`src/rtl/sdram_arb_pkg.sv`:
```
// rtl/sdram_arb_pkg.sv - shared types and defaults for the SDRAM channel arbiter
package sdram_arb_pkg;

  typedef enum logic [1:0] {
    IDLE  = 2'd0,
    ISSUE = 2'd1,
    WAIT  = 2'd2,
    DONE  = 2'd3
  } state_t;

  typedef enum logic [1:0] {
    OP_CLIENT = 2'd0,
    OP_REF0   = 2'd1,
    OP_REF1   = 2'd2
  } op_t;

  localparam int DEF_NUM_CLIENTS    = 4;
  localparam int DEF_ADDR_W         = 25;
  localparam int DEF_REFRESH_CYCLES = 600;

endpackage

```
`src/rtl/rr_arbiter.sv`:
```
// rtl/rr_arbiter.sv - combinational rotate-priority request selector
module rr_arbiter #(
  parameter int N     = 4,
  parameter int IDX_W = $clog2(N)
) (
  input  logic [N-1:0]     req,
  input  logic [IDX_W-1:0] ptr,
  output logic [IDX_W-1:0] idx,
  output logic             valid
);

  // Scan from the farthest offset down so the nearest requester at/after ptr wins.
  always_comb begin
    idx   = '0;
    valid = 1'b0;
    for (int i = N - 1; i >= 0; i--) begin
      int               j;
      logic [IDX_W-1:0] j_idx;
      j = int'(ptr) + i;
      if (j >= N) j = j - N;
      j_idx = j[IDX_W-1:0];
      if (req[j_idx]) begin
        idx   = j_idx;
        valid = 1'b1;
      end
    end
  end

endmodule

```
`src/rtl/sdram_ch_arbiter.sv`:
```
// rtl/sdram_ch_arbiter.sv - round-robin SDRAM channel sharing with refresh watchdog
module sdram_ch_arbiter
  import sdram_arb_pkg::*;
#(
  parameter int NUM_CLIENTS    = DEF_NUM_CLIENTS,
  parameter int ADDR_W         = DEF_ADDR_W,
  parameter int REFRESH_CYCLES = DEF_REFRESH_CYCLES
) (
  input  logic                          clk,
  input  logic                          reset,
  input  logic [NUM_CLIENTS-1:0]        cl_req,
  input  logic [NUM_CLIENTS-1:0]        cl_we,
  input  logic [NUM_CLIENTS*ADDR_W-1:0] cl_addr,
  input  logic [NUM_CLIENTS*8-1:0]      cl_din,
  output logic [NUM_CLIENTS-1:0]        cl_ack,
  output logic [7:0]                    cl_dout,
  output logic [ADDR_W-1:0]             mem_addr,
  output logic                          mem_rd,
  output logic                          mem_wr,
  output logic [7:0]                    mem_din,
  input  logic [7:0]                    mem_dout,
  input  logic                          mem_busy,
  output logic                          refresh_forced
);

  localparam int IDX_W = $clog2(NUM_CLIENTS);
  localparam int CNT_W = $clog2(REFRESH_CYCLES + 1);
  localparam logic [CNT_W-1:0] CNT_MAX  = CNT_W'(REFRESH_CYCLES);
  localparam logic [IDX_W-1:0] IDX_LAST = IDX_W'(NUM_CLIENTS - 1);

  state_t              state, state_nxt;
  op_t                 op_q;
  logic                we_q;
  logic [IDX_W-1:0]    gnt_q;
  logic [IDX_W-1:0]    rr_ptr;
  logic [CNT_W-1:0]    ref_cnt;
  logic                last_rd_valid;
  logic [ADDR_W-2:0]   last_rd_word;

  logic [IDX_W-1:0]    arb_idx;
  logic                arb_valid;
  logic [ADDR_W-1:0]   sel_addr;
  logic [7:0]          sel_din;
  logic                sel_we;
  logic                ref_due;
  logic                grant_ref;
  logic                grant_cl;
  logic                grant_rd_hit;
  logic                done_now;
  logic [ADDR_W-1:0]   ref_addr;
  op_t                 ref_op;

  rr_arbiter #(
    .N     (NUM_CLIENTS),
    .IDX_W (IDX_W)
  ) u_rr (
    .req   (cl_req),
    .ptr   (rr_ptr),
    .idx   (arb_idx),
    .valid (arb_valid)
  );

  always_comb begin
    sel_addr = '0;
    sel_din  = '0;
    sel_we   = 1'b0;
    for (int i = 0; i < NUM_CLIENTS; i++) begin
      if (arb_idx == IDX_W'(i)) begin
        sel_addr = cl_addr[i*ADDR_W +: ADDR_W];
        sel_din  = cl_din[i*8 +: 8];
        sel_we   = cl_we[i];
      end
    end
  end

  // Without a tracked read, a priming read of 0 precedes the refresh read of 0.
  assign ref_due   = (ref_cnt == CNT_MAX);
  assign ref_addr  = last_rd_valid ? {last_rd_word, 1'b0} : '0;
  assign ref_op    = last_rd_valid ? OP_REF1 : OP_REF0;
  assign grant_ref = (state == IDLE) && !mem_busy && ref_due;
  assign grant_cl  = (state == IDLE) && !mem_busy && !ref_due && arb_valid;
  assign done_now  = (state == WAIT) && !mem_busy;

  assign grant_rd_hit = last_rd_valid &&
                        (grant_ref ||
                         (grant_cl && !sel_we && (sel_addr[ADDR_W-1:1] == last_rd_word)));

  always_ff @(posedge clk) begin
    if (reset) state <= IDLE;
    else       state <= state_nxt;
  end

  always_comb begin
    state_nxt = state;
    case (state)
      IDLE:    if (grant_ref || grant_cl) state_nxt = ISSUE;
      ISSUE:   if (mem_busy)              state_nxt = WAIT;
      WAIT:    if (!mem_busy)             state_nxt = DONE;
      DONE:                               state_nxt = IDLE;
      default:                            state_nxt = IDLE;
    endcase
  end

  always_comb begin
    mem_rd = 1'b0;
    mem_wr = 1'b0;
    if (state == ISSUE) begin
      mem_rd = !we_q;
      mem_wr = we_q;
    end
  end

  always_ff @(posedge clk) begin
    if (reset) begin
      mem_addr       <= '0;
      mem_din        <= '0;
      we_q           <= 1'b0;
      op_q           <= OP_CLIENT;
      gnt_q          <= '0;
      rr_ptr         <= '0;
      ref_cnt        <= '0;
      last_rd_valid  <= 1'b0;
      last_rd_word   <= '0;
      cl_ack         <= '0;
      cl_dout        <= '0;
      refresh_forced <= 1'b0;
    end else begin
      refresh_forced <= grant_ref;
      cl_ack         <= '0;

      if (grant_rd_hit)   ref_cnt <= '0;
      else if (!ref_due)  ref_cnt <= ref_cnt + CNT_W'(1);

      if (grant_ref) begin
        mem_addr <= ref_addr;
        we_q     <= 1'b0;
        op_q     <= ref_op;
      end else if (grant_cl) begin
        mem_addr <= sel_addr;
        mem_din  <= sel_din;
        we_q     <= sel_we;
        op_q     <= OP_CLIENT;
        gnt_q    <= arb_idx;
        rr_ptr   <= (arb_idx == IDX_LAST) ? '0 : arb_idx + IDX_W'(1);
      end

      // Ack and read data are captured together so cl_dout is valid during the ack cycle.
      if (done_now) begin
        if (we_q) begin
          last_rd_valid <= 1'b0;
        end else begin
          last_rd_valid <= 1'b1;
          last_rd_word  <= mem_addr[ADDR_W-1:1];
        end
        if (op_q == OP_CLIENT) begin
          cl_ack[gnt_q] <= 1'b1;
          if (!we_q) cl_dout <= mem_dout;
        end
      end
    end
  end

endmodule
```
`config.mk`:
```
export PLATFORM = sky130hd
export DESIGN_NAME = sdram_ch_arbiter
export DESIGN_NICKNAME = d
export VERILOG_FILES = /design/src/rtl/sdram_arb_pkg.sv /design/src/rtl/rr_arbiter.sv /design/src/rtl/sdram_ch_arbiter.sv
export SDC_FILE = /design/constraint.sdc
export NUM_CORES = 1
export LEC_CHECK = 0
export ABC_AREA = 1
export BUFFER_PORTS_ARGS = -buffer_cell sky130_fd_sc_hd__buf_2
export CAP_MARGIN = 10
export CORE_MARGIN = 2
export CORE_UTILIZATION = 46
export CTS_BUF_LIST = sky130_fd_sc_hd__clkbuf_16
export CTS_CLUSTER_SIZE = 24
export DETAILED_ROUTE_END_ITERATION = 8
export PLACE_DENSITY_LB_ADDON = 0.05
export SLEW_MARGIN = 20
export SYNTH_ARGS = -nofsm -noshare
export SYNTH_HDL_FRONTEND = slang
export SYNTH_SLANG_ARGS = --single-unit
```
`constraint.sdc`:
```
create_clock -name clk -period 2.53 [get_ports clk]
set_input_delay 0 -clock clk [delete_from_list [all_inputs] [get_ports clk]]
set_output_delay 0 -clock clk [all_outputs]
set_load 0.1 [all_outputs]
```
* Word level (Yosys, flattened, before mapping)
Cells that the tools add are included.
Operators by class: $lt $le $gt $ge 10, muxes and demuxes 48, reductions and logical operators 26, bitwise gates (word level) 4, equal/unequal tests 11, add/sub/neg operators 9
Operators with widths (count):
- 25-bit two-way mux | 7
- 8-bit two-way mux | 4
- 2-bit two-way mux | 15
- 24-bit equality test | 1
- 1-bit two-way mux | 16
- 2-bit by 3-bit less-than comparator with 1-bit output (second input constant) | 5
- 10-bit by 1-bit adder with 10-bit output (second input constant) | 1
- 10-bit equality test (second input constant) | 1
- 3-bit greater-or-equal comparator (second input constant) | 3
- 1-bit logical AND | 9
- 1-bit binary-select mux with 2-bit select | 4
- 2-bit equality test (second input constant) | 4
- 2-bit one-hot mux with 4 select lines | 1
- 2-bit by 1-bit subtractor with 2-bit output (second input constant) | 4
- 2-bit by 2-bit adder with 3-bit output (second input constant) | 2
- 2-bit logical NOT | 3
- 3-bit AND reduction | 2
- 2-bit by 1-bit equality test with 1-bit output (second input constant) | 2
- 1-bit logical NOT | 4
- 2-bit inequality test (second input constant) | 2
- 1-bit NOT | 4
- 2-bit AND reduction | 2
- 2-bit OR reduction | 2
- 2-bit by 1-bit adder with 3-bit output (second input constant) | 1
- 8 further kinds | 9
Storage, ports and cells: output and inout port bits 48, flip-flop bits (word level) 90, logic and storage cells 121, bits of input ports 151

* Longest topological paths before layout
depth in word-level cells 20, depth in mapped cells 27, depth with buffers taken out 25

* Cells and area by module
From an unflattened synthesis, not the netlist that was laid out.
Second synthesis, totals: cells, all modules 824, area, all modules 5699.2 µm²
Modules (own cells, without submodules):
- sdram_ch_arbiter | area an instance 5484.0 µm², cells an instance 780, seq. area each 1801.7 µm², instances 1
- rr_arbiter | area an instance 215.2 µm², cells an instance 44, seq. area each 0.0 µm², instances 1

* Worst setup path after synthesis
No wires, ideal clock.
kind register to register, from reg rr_ptr[0], to reg ref_cnt[1], data arrival time 2576 ps, cell stages (with the launch flop) 23, slack -165 ps, buffers on the path 3, setup time 119 ps, data required time 2411 ps, clock period less this slack 2695 ps, path through dfxtp_1 buf_6 o21ai_1 inv_1 nand2_1 nand2_1 clkinv_1 nand2_1 o21ai_1 inv_1 ha_1 buf_4 buf_2 a21oi_1 nand2_1 o21ai_0 o21ai_1 nor2_1 nand3_1 nor2_1 nand3_2 nand2_4 nor2_2
Between the ends: cells in the longest elaborated chain, start to end 20, elaborated cells on any way between the ends 51, classes of those cells 7 x add/sub; 4 x order compare; 4 x eq/ne; 28 x mux; 8 x reduce/logical
Ends and longest elaborated chain:
- start: declaration | RTL line sdram_ch_arbiter.sv:35 | logic [IDX_W-1:0] rr_ptr;
- start signal: assignment | RTL line sdram_ch_arbiter.sv:144 | rr_ptr <= (arb_idx == IDX_LAST) ? '0 : arb_idx + IDX_W'(1);
- 2-bit by 2-bit adder with 3-bit output | RTL line rr_arbiter.sv:19 | j = int'(ptr) + i;
- 3-bit greater-or-equal comparator or 2-bit by 1-bit subtractor with 2-bit output (tied branches) | RTL line rr_arbiter.sv:20 | if (j >= N) j = j - N;
- 2-bit two-way mux | RTL line rr_arbiter.sv:20
- 1-bit binary-select mux with 2-bit select | RTL line rr_arbiter.sv:22 | if (req[j_idx]) begin
- 1-bit two-way mux (implied by the code) | RTL line rr_arbiter.sv:22
- 2-bit two-way mux (3 in a row) | RTL line rr_arbiter.sv:22
- 2-bit two-way mux (*) | RTL line rr_arbiter.sv:22
- net arb_idx[0] | RTL line sdram_ch_arbiter.sv:40 | logic [IDX_W-1:0] arb_idx;
- parallel branches: the longest is 7 deep, another holds 25-bit two-way mux
- 1-bit logical AND (*) | RTL line sdram_ch_arbiter.sv:86 | (grant_cl && !sel_we && (sel_addr[ADDR_W-1:1] == last_rd_word)));
- 1-bit logical OR (*) | RTL line sdram_ch_arbiter.sv:85 | (grant_ref ||
- 1-bit logical AND (*) | RTL line sdram_ch_arbiter.sv:84 | assign grant_rd_hit = last_rd_valid &&
- 2-bit OR reduction (no source line) (*)
- end signal: assignment | RTL line sdram_ch_arbiter.sv:132 | else if (!ref_due) ref_cnt <= ref_cnt + CNT_W'(1);
- end: declaration | RTL line sdram_ch_arbiter.sv:36 | logic [CNT_W-1:0] ref_cnt;
Mark *: on every way through the listed nets, which the timed path passes. The select of a mux whose other input is x is not followed. A chain may end at the register's enable or synchronous reset.

* Worst setup path after layout
Same ends and word-level chain as after synthesis.

==> results.cfg <==
[placement]
dpl.hpwl_um = 14000
place_area_sq_um = 6890
placed_cells = 1210
port_buffers = 198
place.gp.congestion = 0.956
pre_cts_ws_ns = -0.697

[clocking]
cts_buffers = 9
cts_root_buf = clkbuf_16
clk_pin_slew_worst_paths_ns = 0.06
cts_tree = built
clkLatencyLatePin_ns = 0.35
h-tree-depth = 3
clock-sinks = 90
clockBufferDepth = 2

[run_status]
status = finished with violations
violations = setup timing

[setup_path]
cp_data_arrival_time_ns = 3.24
critical_path_required_ns = 2.77
worstPathCellList = buf_6 -> nand2_2 -> o21ai_4 -> inv_2 -> nand2_2 -> nand2_2 -> inv_4 -> nand2_4 -> o21ai_4 -> inv_2 -> ha_4 -> buf_4 -> a21oi_2 -> nand2_1 -> nand2_2 -> nand2_2 -> nand2_1 -> nand2_1 -> nor2_2 -> nand3_2 -> nor2_4 -> nand3_4 -> nand2_4 -> nor2_2
cp-end-kind = register
critPathMaxStageDelay_ns = 0.38
cp_max_fo = 6
cpMostUsedCell = nand2_2
startpoint_type = register
slowest_stage = dfxtp_4
path_class = reg -> reg

[route]
drt_pass1_iterations = 7
ant_nets = 0
totalWireLength_um = 20800
dr.first_iter.drc_count = 472
routedWlPerCell_um = 16.3
drc_errors = 0
vias = 6816
via_per_inst = 5.34

[timing]
timing.setup.tns_ns = -7.19
setup_ws_ns = -0.469
drv_slew = 0
relSlewSlack_pct = 55.4
fin_skew_ns = 0.00463
post-route-period-util_pct = 119
setup_viol = 35
layout_min_cycle_time_ns = 3.00
fmax_mhz = 333
hold_viol = 0
worst_slew_pin_slew_ns = 0.668
grt_setup_unrepaired = true

[global_route]
grt.met1_usage_pct = 35.6
top_usage_layer = met2
met2_usage_pct = 52.5
grt_max_degree = 51
grt_util_met3_pct = 5.62
grt_pass1_wl_um = 30400
antenna_found_initial = 1
track_usage_pct = 30.1
grt_overflow = 0
grt_pass1_vias = 6303

[synth]
syn_avg_cell_area_sq_um = 6.34
synthDistinctLibCells = 36
ys_seq_area_share_pct = 32.8
synth_fp_nets = 1029
ys_warn_count = 0
synth_seq_cells = 90
post_synth_inst_count = 868
synthesis.area_sq_um = 5500

[cells_and_area]
fin_cells = 1276
nFillCells = 926
layout-drive-gt1-share_pct = 43.6
ff_latch_area_sq_um = 1810
syn2layout_area_growth_pct = 55.2
nNetsFinal = 1290
post-route-cell-area_sq_um = 8540
multiInputGateArea_sq_um = 3850

[floorplan]
row_count = 39
io_pins = 199
die_h_um = 113
die_area_sq_um = 12800
start_util_pct = 47.6
die_w_um = 113
coreArea_sq_um = 11600

[run]
cap_violations = 0

[hold_path]
worstHoldPathType = in -> reg
## Yosys cell counts
cell type | count | share of area (%)
o211ai_1 | 5 | 0.68
o21ai_0 | 88 | 8.0
nor3_1 | 9 | 0.82
nand3_2 | 1 | 0.18
buf_1 | 1 | 0.068
nor2_4 | 2 | 0.41
o21ai_1 | 10 | 0.91
o21ai_2 | 1 | 0.16
nor4_1 | 1 | 0.11
a211oi_1 | 2 | 0.27
dfxtp_1 | 90 | 33
ha_1 | 10 | 2.3
nor2_1 | 89 | 6.1
or2_0 | 2 | 0.23
a22oi_1 | 4 | 0.55
xor2_1 | 7 | 1.1
a221oi_1 | 6 | 0.96
nand4_1 | 1 | 0.11
buf_2 | 13 | 1.2
inv_6 | 1 | 0.16
xnor2_1 | 1 | 0.16
or2_1 | 18 | 2.0
a31oi_1 | 3 | 0.34
nor2_2 | 11 | 1.3
nand2_1 | 213 | 15
nand3_1 | 49 | 4.5
buf_4 | 8 | 1.1
clkbuf_1 | 19 | 1.3
nand2_2 | 7 | 0.80
clkinv_1 | 2 | 0.14
inv_1 | 76 | 5.2
inv_2 | 5 | 0.34
a21oi_1 | 103 | 9.4
nand2_4 | 3 | 0.61
buf_6 | 6 | 1.2
inv_4 | 1 | 0.11
## registers in the layout, summed over array words and instances (netlist names), 4 cells and up
signal        flops
ref_cnt          10
mem_addr         25
last_rd_word     24
cl_ack            4
cl_dout           8
mem_din           8
## cell type report
type,count,share of cell area [%]
clock inverter,5,0.689
timing repair buffer,295,24.2
tap,143,2.10
antenna,1,0.0293
clock buffer,9,2.64
timing repair inverter,1,0.0733
sequential,90,21.1
inverter,85,4.06
multi-input combinational,647,45.1
## repair_timing
| item | 4_1_cts | 5_1_grt |
|---|---|---|
| pin swaps | 29 | 90 |
| gates resized for setup | 89 | 167 |
| hold buffers | 18 | 0 |
| setup endpoints to repair | 35 | 44 |
| endpoints found under the hold margin | 21 | 0 |
| gates cloned | 4 | 2 |
| buffers inserted | 17 | 15 |
## metrics by stage
stage / utilization (%) / hold WS (ns)
2_1_floorplan: - / 0.167
3_3_place_gp: 59.5 / 0.252
3_5_place_dp: 59.5 / 0.258
4_1_cts: 67.8 / 0.0534
5_1_grt: 73.8 / 0.0910
6_report: 73.8 / 0.0615
## routing by layer
metal / vias up / wire length [um] / part of all wire, %
met2: 304 / 10200 / 49
met3: 62 / 1370 / 6.6
li1: 3359 / - / -
met1: 3091 / 8280 / 40
met5: - / 0 / 0
met4: 0 / 924 / 4.5
## worst max-delay path: cells and delay by family (launching register included)
family          cells  cell delay, ns
simple gates       15            1.26
flops               1            0.38
compound gates      3            0.45
buf+inv             5            0.55
fa+ha+maj           1            0.24
## path summary, 6_finish.rpt
| path | start | end | slack (ns) | cells after the start |
|---|---|---|---|---|
| min | mem_busy | cl_ack[3] | 0.06 | 4 |
| min reg2reg | gnt_q[0] | cl_ack[0] | 0.46 | 1 |
| max reg2reg | rr_ptr[0] | ref_cnt[1] | -0.47 | 24 |
| max | rr_ptr[0] | ref_cnt[1] | -0.47 | 24 |
## cell usage in the layout (no fill, tap or decap), drive strengths merged
cell,instances
a211oi,2
a21oi,103
a221oi,6
a22oi,4
a31oi,3
buf,275
bufinv,1
clkbuf,11
clkinv,3
clkinvlp,1
dfxtp,90
diode,1
dlygate4sd3,18
ha,10
inv,86
nand2,224
nand3,50
nand4,1
nor2,102
nor3,9
nor4,1
o211ai,5
o21ai,99
or2,20
xnor2,1
xor2,7
## kinds of logic after synthesis
kind of cell / Yosys count / share of synthesized area [%]
AOI/OAI and AO/OA: 222 / 21.2
and+or+nand+nor: 406 / 31.6
DFF: 90 / 32.8
xor gates and xnor gates: 8 / 1.27
buffers and inverters: 132 / 10.8
adders and majority gates: 10 / 2.27
Power is not shown: default switching activity piles up to over one toggle a cycle in this logic, so the estimate is an artifact.
